===== config.mk =====
export PLATFORM = sky130hd
export DESIGN_NAME = mult_accumulator
export DESIGN_NICKNAME = d
export VERILOG_FILES = /design/src/rtl/mult_pkg.sv /design/src/rtl/mult_accumulator_sat_add.sv /design/src/rtl/mult_accumulator.sv
export SDC_FILE = /design/constraint.sdc
export NUM_CORES = 1
export LEC_CHECK = 0
export CORE_AREA = 2 2 63 65
export CTS_BUF_LIST = sky130_fd_sc_hd__clkbuf_4 sky130_fd_sc_hd__clkbuf_8
export DETAILED_ROUTE_END_ITERATION = 8
export DIE_AREA = 0 0 65 67
export PLACE_DENSITY_LB_ADDON = 0.2
export REMOVE_ABC_BUFFERS = 1
export SYNTH_ARGS = -nofsm -noshare
export SYNTH_HDL_FRONTEND = slang
export SYNTH_SLANG_ARGS = --single-unit

===== constraint.sdc =====
create_clock -name clk -period 2.5 [get_ports clk]
set_clock_uncertainty 0.1 [all_clocks]
set_input_delay 0.25 -clock clk [delete_from_list [all_inputs] [get_ports clk]]
set_output_delay 0.25 -clock clk [all_outputs]
set_load 0.005 [all_outputs]

===== src/rtl/mult_pkg.sv =====
// Shared definitions for the multiplier and its batch accumulator.
// State encoding and product width.
package mult_pkg;

    localparam logic [1:0] S_IDLE  = 2'd0;
    localparam logic [1:0] S_ACCUM = 2'd1;
    localparam logic [1:0] S_DONE  = 2'd2;

    localparam int PROD_W = 4;

endpackage


===== src/rtl/mult_accumulator_sat_add.sv =====
// Saturating adder: ACC_W-bit accumulator plus a PROD_W-bit product.
// Clamps to all ones and flags sat when the sum leaves ACC_W bits.
module sat_add
    import mult_pkg::*;
#(
    parameter int ACC_W = 8
) (
    input  logic [ACC_W-1:0]  a,
    input  logic [PROD_W-1:0] b,
    output logic [ACC_W-1:0]  y,
    output logic              sat
);

    logic [ACC_W:0] sum;

    always_comb begin
        sum = {1'b0, a} + {{(ACC_W + 1 - PROD_W){1'b0}}, b};
        sat = sum[ACC_W];
        y   = sat ? '1 : sum[ACC_W-1:0];
    end

endmodule


===== src/rtl/mult_accumulator.sv =====
// Batched saturating accumulator for multiplier products.
// Sums COUNT accepted beats, then publishes SUM with a sum_valid strobe.
module mult_accumulator
    import mult_pkg::*;
#(
    parameter int ACC_W = 8,
    parameter int COUNT = 4
) (
    input  logic              clk,
    input  logic              rst_n,
    input  logic              start,
    input  logic              in_valid,
    input  logic [PROD_W-1:0] C,
    output logic              in_ready,
    output logic [ACC_W-1:0]  SUM,
    output logic              sum_valid,
    output logic              overflow,
    output logic              busy
);

    localparam logic [7:0] LAST = 8'(COUNT - 1);

    logic [1:0]       state;
    logic [ACC_W-1:0] acc;
    logic [7:0]       cnt;
    logic             ovf;
    logic [ACC_W-1:0] acc_nxt;
    logic             sat;

    sat_add #(.ACC_W(ACC_W)) u_sat_add (
        .a   (acc),
        .b   (C),
        .y   (acc_nxt),
        .sat (sat)
    );

    assign in_ready = (state == S_ACCUM);
    assign busy     = (state != S_IDLE);

    always_ff @(posedge clk or negedge rst_n) begin
        if (!rst_n) begin
            state     <= S_IDLE;
            acc       <= '0;
            cnt       <= '0;
            ovf       <= 1'b0;
            SUM       <= '0;
            overflow  <= 1'b0;
            sum_valid <= 1'b0;
        end else begin
            sum_valid <= 1'b0;
            unique case (state)
                S_IDLE: begin
                    if (start) begin
                        state <= S_ACCUM;
                        acc   <= '0;
                        cnt   <= '0;
                        ovf   <= 1'b0;
                    end
                end
                S_ACCUM: begin
                    if (in_valid) begin
                        acc <= acc_nxt;
                        ovf <= ovf | sat;
                        cnt <= cnt + 8'd1;
                        if (cnt == LAST)
                            state <= S_DONE;
                    end
                end
                S_DONE: begin
                    SUM       <= acc;
                    overflow  <= ovf;
                    sum_valid <= 1'b1;
                    state     <= S_IDLE;
                end
                default: state <= S_IDLE;
            endcase
        end
    end

endmodule


Word-level counts from Yosys, hierarchy flattened. Index checks and enable logic that the tools add are counted.

Bits in registers: 29. Input port bits: 8. Output and inout port bits: 12. Logic and storage cells: 35.

$add $sub $neg: 2. Equal/unequal tests: 6. Muxes and demuxes: 14. Bitwise gates (word level): 1. Reduce and logical (&&, ||, !) cells: 5.

Operator list (count): $mux W8 (4); $pmux W8 S2 (2); $add A8 B4 Y9 (1); $add A8 B1 Y8 const B (1); $eq A8 B2 Y1 const B (1); $mux W2 (3); $reduce_and A3 Y1 (2); $ne A2 B2 Y1 const B (2); $pmux W2 S2 (1); $reduce_bool A2 Y1 (2); $mux W1 (3); $eq A2 B1 Y1 const B (1); $eq A2 B2 Y1 const B (1); $logic_not A2 Y1 (1); $ne A2 B1 Y1 const B (1); $pmux W1 S2 (1); $or A1 B1 Y1 (1).

Logic depth before layout (Yosys ltp). Gate-level depths: netlist (run 1).

Word-level depth: 4. Gate-level depth with buffers: 6. Depth with buffers taken out: 6.

Hierarchy. Synthesis (run 1) repeated with hierarchy kept, for this count alone.

Cell total of the unflattened synthesis: 131. Area, all modules: 1505.2 um2.

Modules (own cells, without submodules): mult_accumulator (times used 1, cells each 96, area an instance 1241.2 um2, sequential area each 725.7 um2); sat_add (times used 1, cells each 35, area an instance 264.0 um2, sequential area each 0.0 um2).

Worst setup path after synthesis (run 1). OpenSTA, ideal clock, no wires.

Path kind: register to register. From: register acc[1]. To: register acc[5]. Library setup time: 126 ps. Data arrival time: 1633 ps. Data required time: 2274 ps. Slack: 641 ps. Cell stages (with the launch flop): 6. Buffers on the path: 0. Clock period less this slack: 1859 ps. Path through: dfrtp_1 > ha_1 > a211oi_1 > or2_2 > a211o_1 > a221o_1.

Cells in the longest elaborated chain, start to end: 4.

Ends and longest elaborated chain: start: declaration (RTL line mult_accumulator.sv:24) `logic [ACC_W-1:0] acc;`; start signal: assignment (RTL line mult_accumulator.sv:62) `acc <= acc_nxt;`; $add A8 B4 Y9 (RTL line mult_accumulator_sat_add.sv:17) `sum = {1'b0, a} + {{(ACC_W + 1 - PROD_W){1'b0}}, b};`; $mux W8 (RTL line mult_accumulator_sat_add.sv:19) `y = sat ? '1 : sum[ACC_W-1:0];`; $mux W8 (RTL line mult_accumulator.sv:61) `if (in_valid) begin`; $pmux W8 S2 (RTL line mult_accumulator.sv:51) `unique case (state)`.

Every way passes these cells. The select of a mux whose other input is x is not followed. A chain may end at the register's enable or synchronous reset.

Worst setup path after layout (run 1).
From: input port C[1]. To: register acc[5].

Cells in the longest elaborated chain, start to end: 4.

Ends and longest elaborated chain: start: declaration (RTL line mult_accumulator.sv:13) `input logic [PROD_W-1:0] C,`; $add A8 B4 Y9 (RTL line mult_accumulator_sat_add.sv:17); $mux W8 (RTL line mult_accumulator_sat_add.sv:19); $mux W8 (RTL line mult_accumulator.sv:61); $pmux W8 S2 (RTL line mult_accumulator.sv:51).

Every way passes these cells. The select of a mux whose other input is x is not followed.

==> results of run 1 <==
-- worst min-delay path by stage --
stage                    end  slack [ps]  depth (start not counted)
floorplan             SUM[0]        -150                          0
global placement         ovf         380                          2
detailed placement  overflow         390                          1
CTS                   cnt[5]         250                          2
global route          cnt[5]         300                          2
finish                SUM[2]         260                          2
-- synthesized netlist by cell type (2+ instances only) --
cell type | instances | share of area [%]
dfrtp_1 | 29 | 51
nor2_1 | 13 | 3.4
mux2_2 | 9 | 7.1
a21oi_1 | 7 | 2.5
ha_1 | 5 | 4.4
nand2_1 | 5 | 1.3
xor2_1 | 5 | 3.1
a221o_1 | 4 | 2.8
and3_1 | 4 | 1.8
a211oi_1 | 3 | 1.6
nand3_1 | 3 | 1.1
nor3_1 | 3 | 1.1
o21ai_0 | 3 | 1.1
buf_2 | 2 | 0.70
o2111ai_1 | 2 | 1.2
or2_2 | 2 | 0.88
-- metrics by stage --
stage                     cells  area (sq um)  setup slack (ps)  util, %
after floorplan             120          1400               641        -
after global placement      190          1680               288     46.5
after detailed placement    190          1680               257     46.5
after CTS                   197          1770               553     49.0
after global routing        197          1770               475     49.0
final                       197          1770               547     49.0
-- worst max-delay path, cell delays in order --
cell             delay [ps]
clkdlybuf4s50_1         460
ha_1                    320
a211oi_1                 80
or2_2                   310
a211o_1                 260
a221o_1                 330
-- final cells by class --
class	count	share of cell area, %
Sequential cell	29	41.1
Multi-Input combinational cell	90	38.2
Timing Repair Buffer	22	12.0
Clock buffer	7	5.10
Tap cell	48	3.40
Inverter	1	0.212
-- cell families after synthesis --
kind of cell | after synthesis
compound gates | 26
xor+xnor | 6
fa+ha+maj | 6
buf+inv | 5
flops | 29
mux | 9
simple gates | 43
-- registers in the layout, indices dropped and copies added (netlist names) --
| signal | cells |
|---|---|
| SUM | 8 |
| acc | 8 |
| cnt | 8 |
| overflow | 1 |
| ovf | 1 |
| state | 2 |
| sum_valid | 1 |
-- power by group --
group / internal (W) / switching [W] / total (W)
logic: 0.000325 / 0.000258 / 0.000583
registers: 0.000608 / 0.000138 / 0.000745
clock network: 0.000228 / 0.000152 / 0.000380
-- per-layer routing --
layer | track usage [%] | vias to the layer above
met5 | 0 | -
met4 | 8.78 | 0
met3 | 5.24 | 5
met2 | 23.5 | 17
met1 | 16.8 | 499
li1 | - | 506
-- cell usage in the layout (no fill, tap or decap), types with 3 or more instances in the layout --
master           synthesis  routed
dfrtp_1                 29      29
clkdlybuf4s50_1          0      19
nor2_1                  13      13
mux2_2                   9       9
a21oi_1                  7       7
clkbuf_8                 0       6
xor2_1                   5       5
nand2_1                  5       5
ha_1                     5       5
a221o_1                  4       4
and3_1                   4       4
nand3_1                  3       3
nor3_1                   3       3
o21ai_0                  3       3
a211oi_1                 3       3
buf_4                    0       3
==> metrics.txt, run 1 <==
status=finished clean; crit path launch=C[1]; number of global-route vias before repair=1025; clk buf depth=2; row count=22; Async SR Flop Fraction=between 90% and 100%; Hold Vio Cnt, Final=0; critical path class=in2reg; Post-CTS Setup Inserts=0; Post-Synth Simple-Gate Area=17.4%; ys flop type=dfrtp_1; setup TNS=0 ps; setup slack on the worst flop-to-flop path=560 ps; Yosys cell types=between 40 and 50; Seq/Total Area, Yosys=between 50% and 60%; DRT Pass-1 Iters=4; Worst VDD drop=about 0.34 mV; synthesized instance count=approximately 120; CTS tree=built; leakage dissipation=slightly above 0.8 nW; post_cts resized=0; Worst EP arrival=approximately 2000 ps; Mean Syn Cell Area=about 12 sq um; complex-gate fraction of the synthesized area=a little over an eighth; Max Transition Viols Final=0; share of cells above drive strength 1=16.8%; Setup violations, final=0; Hold Path Class=in2async; number of synthesized flops with an enable pin=0; Setup crit end kind=flop; # diodes=0; multiplexer share of the synthesized area=7.09%; GRT overflow=0; Total Power=about 0.0017 W; die area=about 0.0044 sq mm; Synth Warn #=0; first-pass GRT wire length=~4700 um; CTS sink count=29; latest clock arrival within the worst-skew pair=270 ps; H-Tree Level Count=2; max-cap viol count=0; RSZ-0062 raised after global routing=no; worst reg2reg endpoint=acc[5]; met2 routed WL=between 1000 and 1500 um; max layer used=met4; Routed Wire Length=approximately 2700 um; drt drc=0; num ports=20; fmax=slightly above 500 MHz; synthesis-to-layout area growth=23.6%; core footprint=~0.0036 sq mm; adder-cell share of the synthesized area=5.78%; DRT met1 WL=roughly 1200 um; Tot GR Track Use=between 10% and 20%; CP Launch Type=input pin; Worst-path clk slew=50 ps; r2r worst-path depth=5; Post-Synth XOR/XNOR Area=between 3 and 4%; Final HPWL DP=about 1900 um; hold_buf cts=0; largest net degree at the start of global routing=30; die height=approximately 67 um; Post-Syn Area=roughly 0.0014 sq mm; Crit path required time=about 2600 ps; worst-path fanout max=2; clock period minus worst slack=~2000 ps; worst r2r src=acc[2]; Tcrit/Tclk final=78.1%; Port Buf Inserts=19; Starting Density=about two fifths; vias per inst=approximately 5.2; DR iter-0 viols=46; Filler Cell Count=about 330; power density cells=~970 mW/mm^2; Worst setup endpoint=acc[5]; Layout Nets=between 150 and 200; die width=65 um; area of the multi-input gates=between 600 and 700 sq um; #FFs+latches synth=29; initial antenna violation count=0; CTS root buffer=clkbuf_8; Inserted Clock Buffers=5; Avg WL per Cell=about 13 um; register area=726 sq um; global placer's final weighted congestion=0.783; total number of vias=1027; largest family of logic cells by synthesized area=simple AND/OR/NAND/NOR gates; Worst-Margin Slew=508 ps; Slew HR=between 60 and 70%; met3 routed WL=roughly 100 um; Final ANT Viol Nets=0; hold_ws=between 200 and 300 ps
Power figures use the tool's default switching activity.
==> run 2: changes to the inputs <==
clock period = 1.6 ns   (was 2.5 ns; I/O delays follow)
==> metrics.txt, run 2 (same netlist as run 1, synthesis figures left out) <==
vias per inst=5.24; Layout Nets=between 200 and 250; core footprint=between 0.003 and 0.004 sq mm; initial antenna violation count=0; DR iter-0 viols=between 40 and 50; CTS tree=built; Setup violations, final=8; die area=around 0.0044 sq mm; hold_buf cts=0; Avg WL per Cell=about 15 um; DRT Pass-1 Iters=4; critical path class=reg2reg; Crit path required time=approximately 1700 ps; Slew HR=74.8%; CTS root buffer=clkbuf_8; grt met1 use=about a fifth; Inserted Clock Buffers=5; Port Buf Inserts=19; drt drc=0; most common cell after layout, fill and taps aside=buf_4; # diodes=0; die height=67 um; number of global-route vias before repair=1222; RSZ-0062 raised after global routing=yes; GRT overflow=0; failing checks=setup timing; register area=~730 sq um; registers with the most flip-flops=SUM x8, acc x8, cnt x8; largest net degree at the start of global routing=30; max-cap viol count=0; Post-Place Setup Slack=-524 ps; GR Util met2=between 20% and 30%; first-pass GRT wire length=5500 um; Starting Density=slightly below 40%; row count=22; clock period minus worst slack=1830 ps; total number of vias=~1200; status=finished with violations; Worst EP arrival=1890 ps; global placer's final weighted congestion=between 0.7 and 0.8; CTS sink count=29; Hold Path Class=in2async; Filler Cell Count=between 200 and 300; worst-path fanout max=2; Routed Wire Length=3580 um; Final HPWL DP=between 2000 and 2500 um; Max Transition Viols Final=0; power density cells=1540 mW/mm^2; num ports=20; GR peak layer=met2; leakage dissipation=just over 1 nW; Hold Vio Cnt, Final=0; worst setup margin=-231 ps; met3 GRT Util=4.90%; Worst-Margin Slew=377 ps; final core utilization=between 60% and 70%; synthesis-to-layout area growth=57.2%; Tot GR Track Use=~17%; Total Power=0.00347 W; CP Launch Type=flop; Worst-path clk slew=60 ps; Final ANT Viol Nets=0; Worst VDD drop=between 0.6 and 0.7 mV; area of the multi-input gates=between 800 and 900 sq um; clk buf depth=2; hold_ws=about 160 ps; highest-count cells in the layout ignoring fill and taps=buf_4, dfrtp_1, clkdlybuf4s50_1; Tcrit/Tclk final=114%; Setup crit end kind=flop; die width=65 um; H-Tree Level Count=2; fmax=around 550 MHz; latest clock arrival within the worst-skew pair=~280 ps; share of cells above drive strength 1=a little under half
==> run 2: cell types whose count changed in the layout (fill, tap and decap cells not counted), moves of 2 or more <==
cell	change
a21oi_1	-3
buf_4	+30
clkdlybuf4s50_1	-2
dfrtp_2	+2
dfrtp_1	-2
ha_4	+4
a21oi_2	+2
ha_1	-5
buf_6	+6
o2111ai_1	-2
==> run 2: final cells by class <==
cell class	instances	share of cell area, %
Clock buffer	7	4.01
Inverter	1	0.167
Multi-Input combinational cell	90	37.4
Sequential cell	29	32.4
Tap cell	48	2.67
Timing Repair Buffer	60	23.3
==> run 2: power breakdown <==
group	leakage, nW	switching [W]	internal (W)
clock network	0.0477	0.000263	0.000357
logic	0.583	0.000719	0.00100
registers	0.381	0.000176	0.000951
total	1.01	0.00116	0.00231
==> run 2: final timing paths <==
| check | depth (start not counted) | slack [ps] | to | start |
|---|---|---|---|---|
| max in group asynchronous | 2 | 930 | state[1] | rst_n |
| min | 2 | 160 | SUM[4] | rst_n |
| max | 5 | -230 | acc[5] | acc[1] |
| max reg2reg | 5 | -230 | acc[5] | acc[1] |
| min reg2reg | 1 | 400 | SUM[4] | SUM[4] |
| min in group clk | 3 | 390 | state[0] | start |
==> run 2: worst max-delay path, stage by stage, from the launching register on <==
cell and delay [ps]:
dfrtp_1 420, ha_4 280, a211oi_1 70, or2_4 240, a211o_1 280, a221o_1 320
==> run 2: routing by layer <==
metal  wire length (um)  up-vias
li1                   -      584
met3                142        9
met4                107        0
met2               1740       30
met5                  0        -
met1               1590      609
==> run 2: through the flow <==
step | TNS, ps | instances | instance area, sq um
floorplan | -868 | 120 | 1400
global placement | -3920 | 211 | 1850
detailed placement | -4380 | 211 | 1850
CTS | -1160 | 226 | 2110
global route | -1780 | 235 | 2250
finish | -1180 | 235 | 2250
==> run 2: what timing repair did <==
action | 4_1_cts | 5_1_grt
gates cloned | 0 | 1
resized for setup | 23 | 17
pin swaps | 6 | 11
setup endpoints to repair | 14 | 13
setup buffers | 8 | 8
==> run 3: changes to the inputs <==
HOLD_SLACK_MARGIN = 0.12   (was unset)
==> results of run 3 <==
The final DEF is identical to that of run 2; final timing and power are the same.
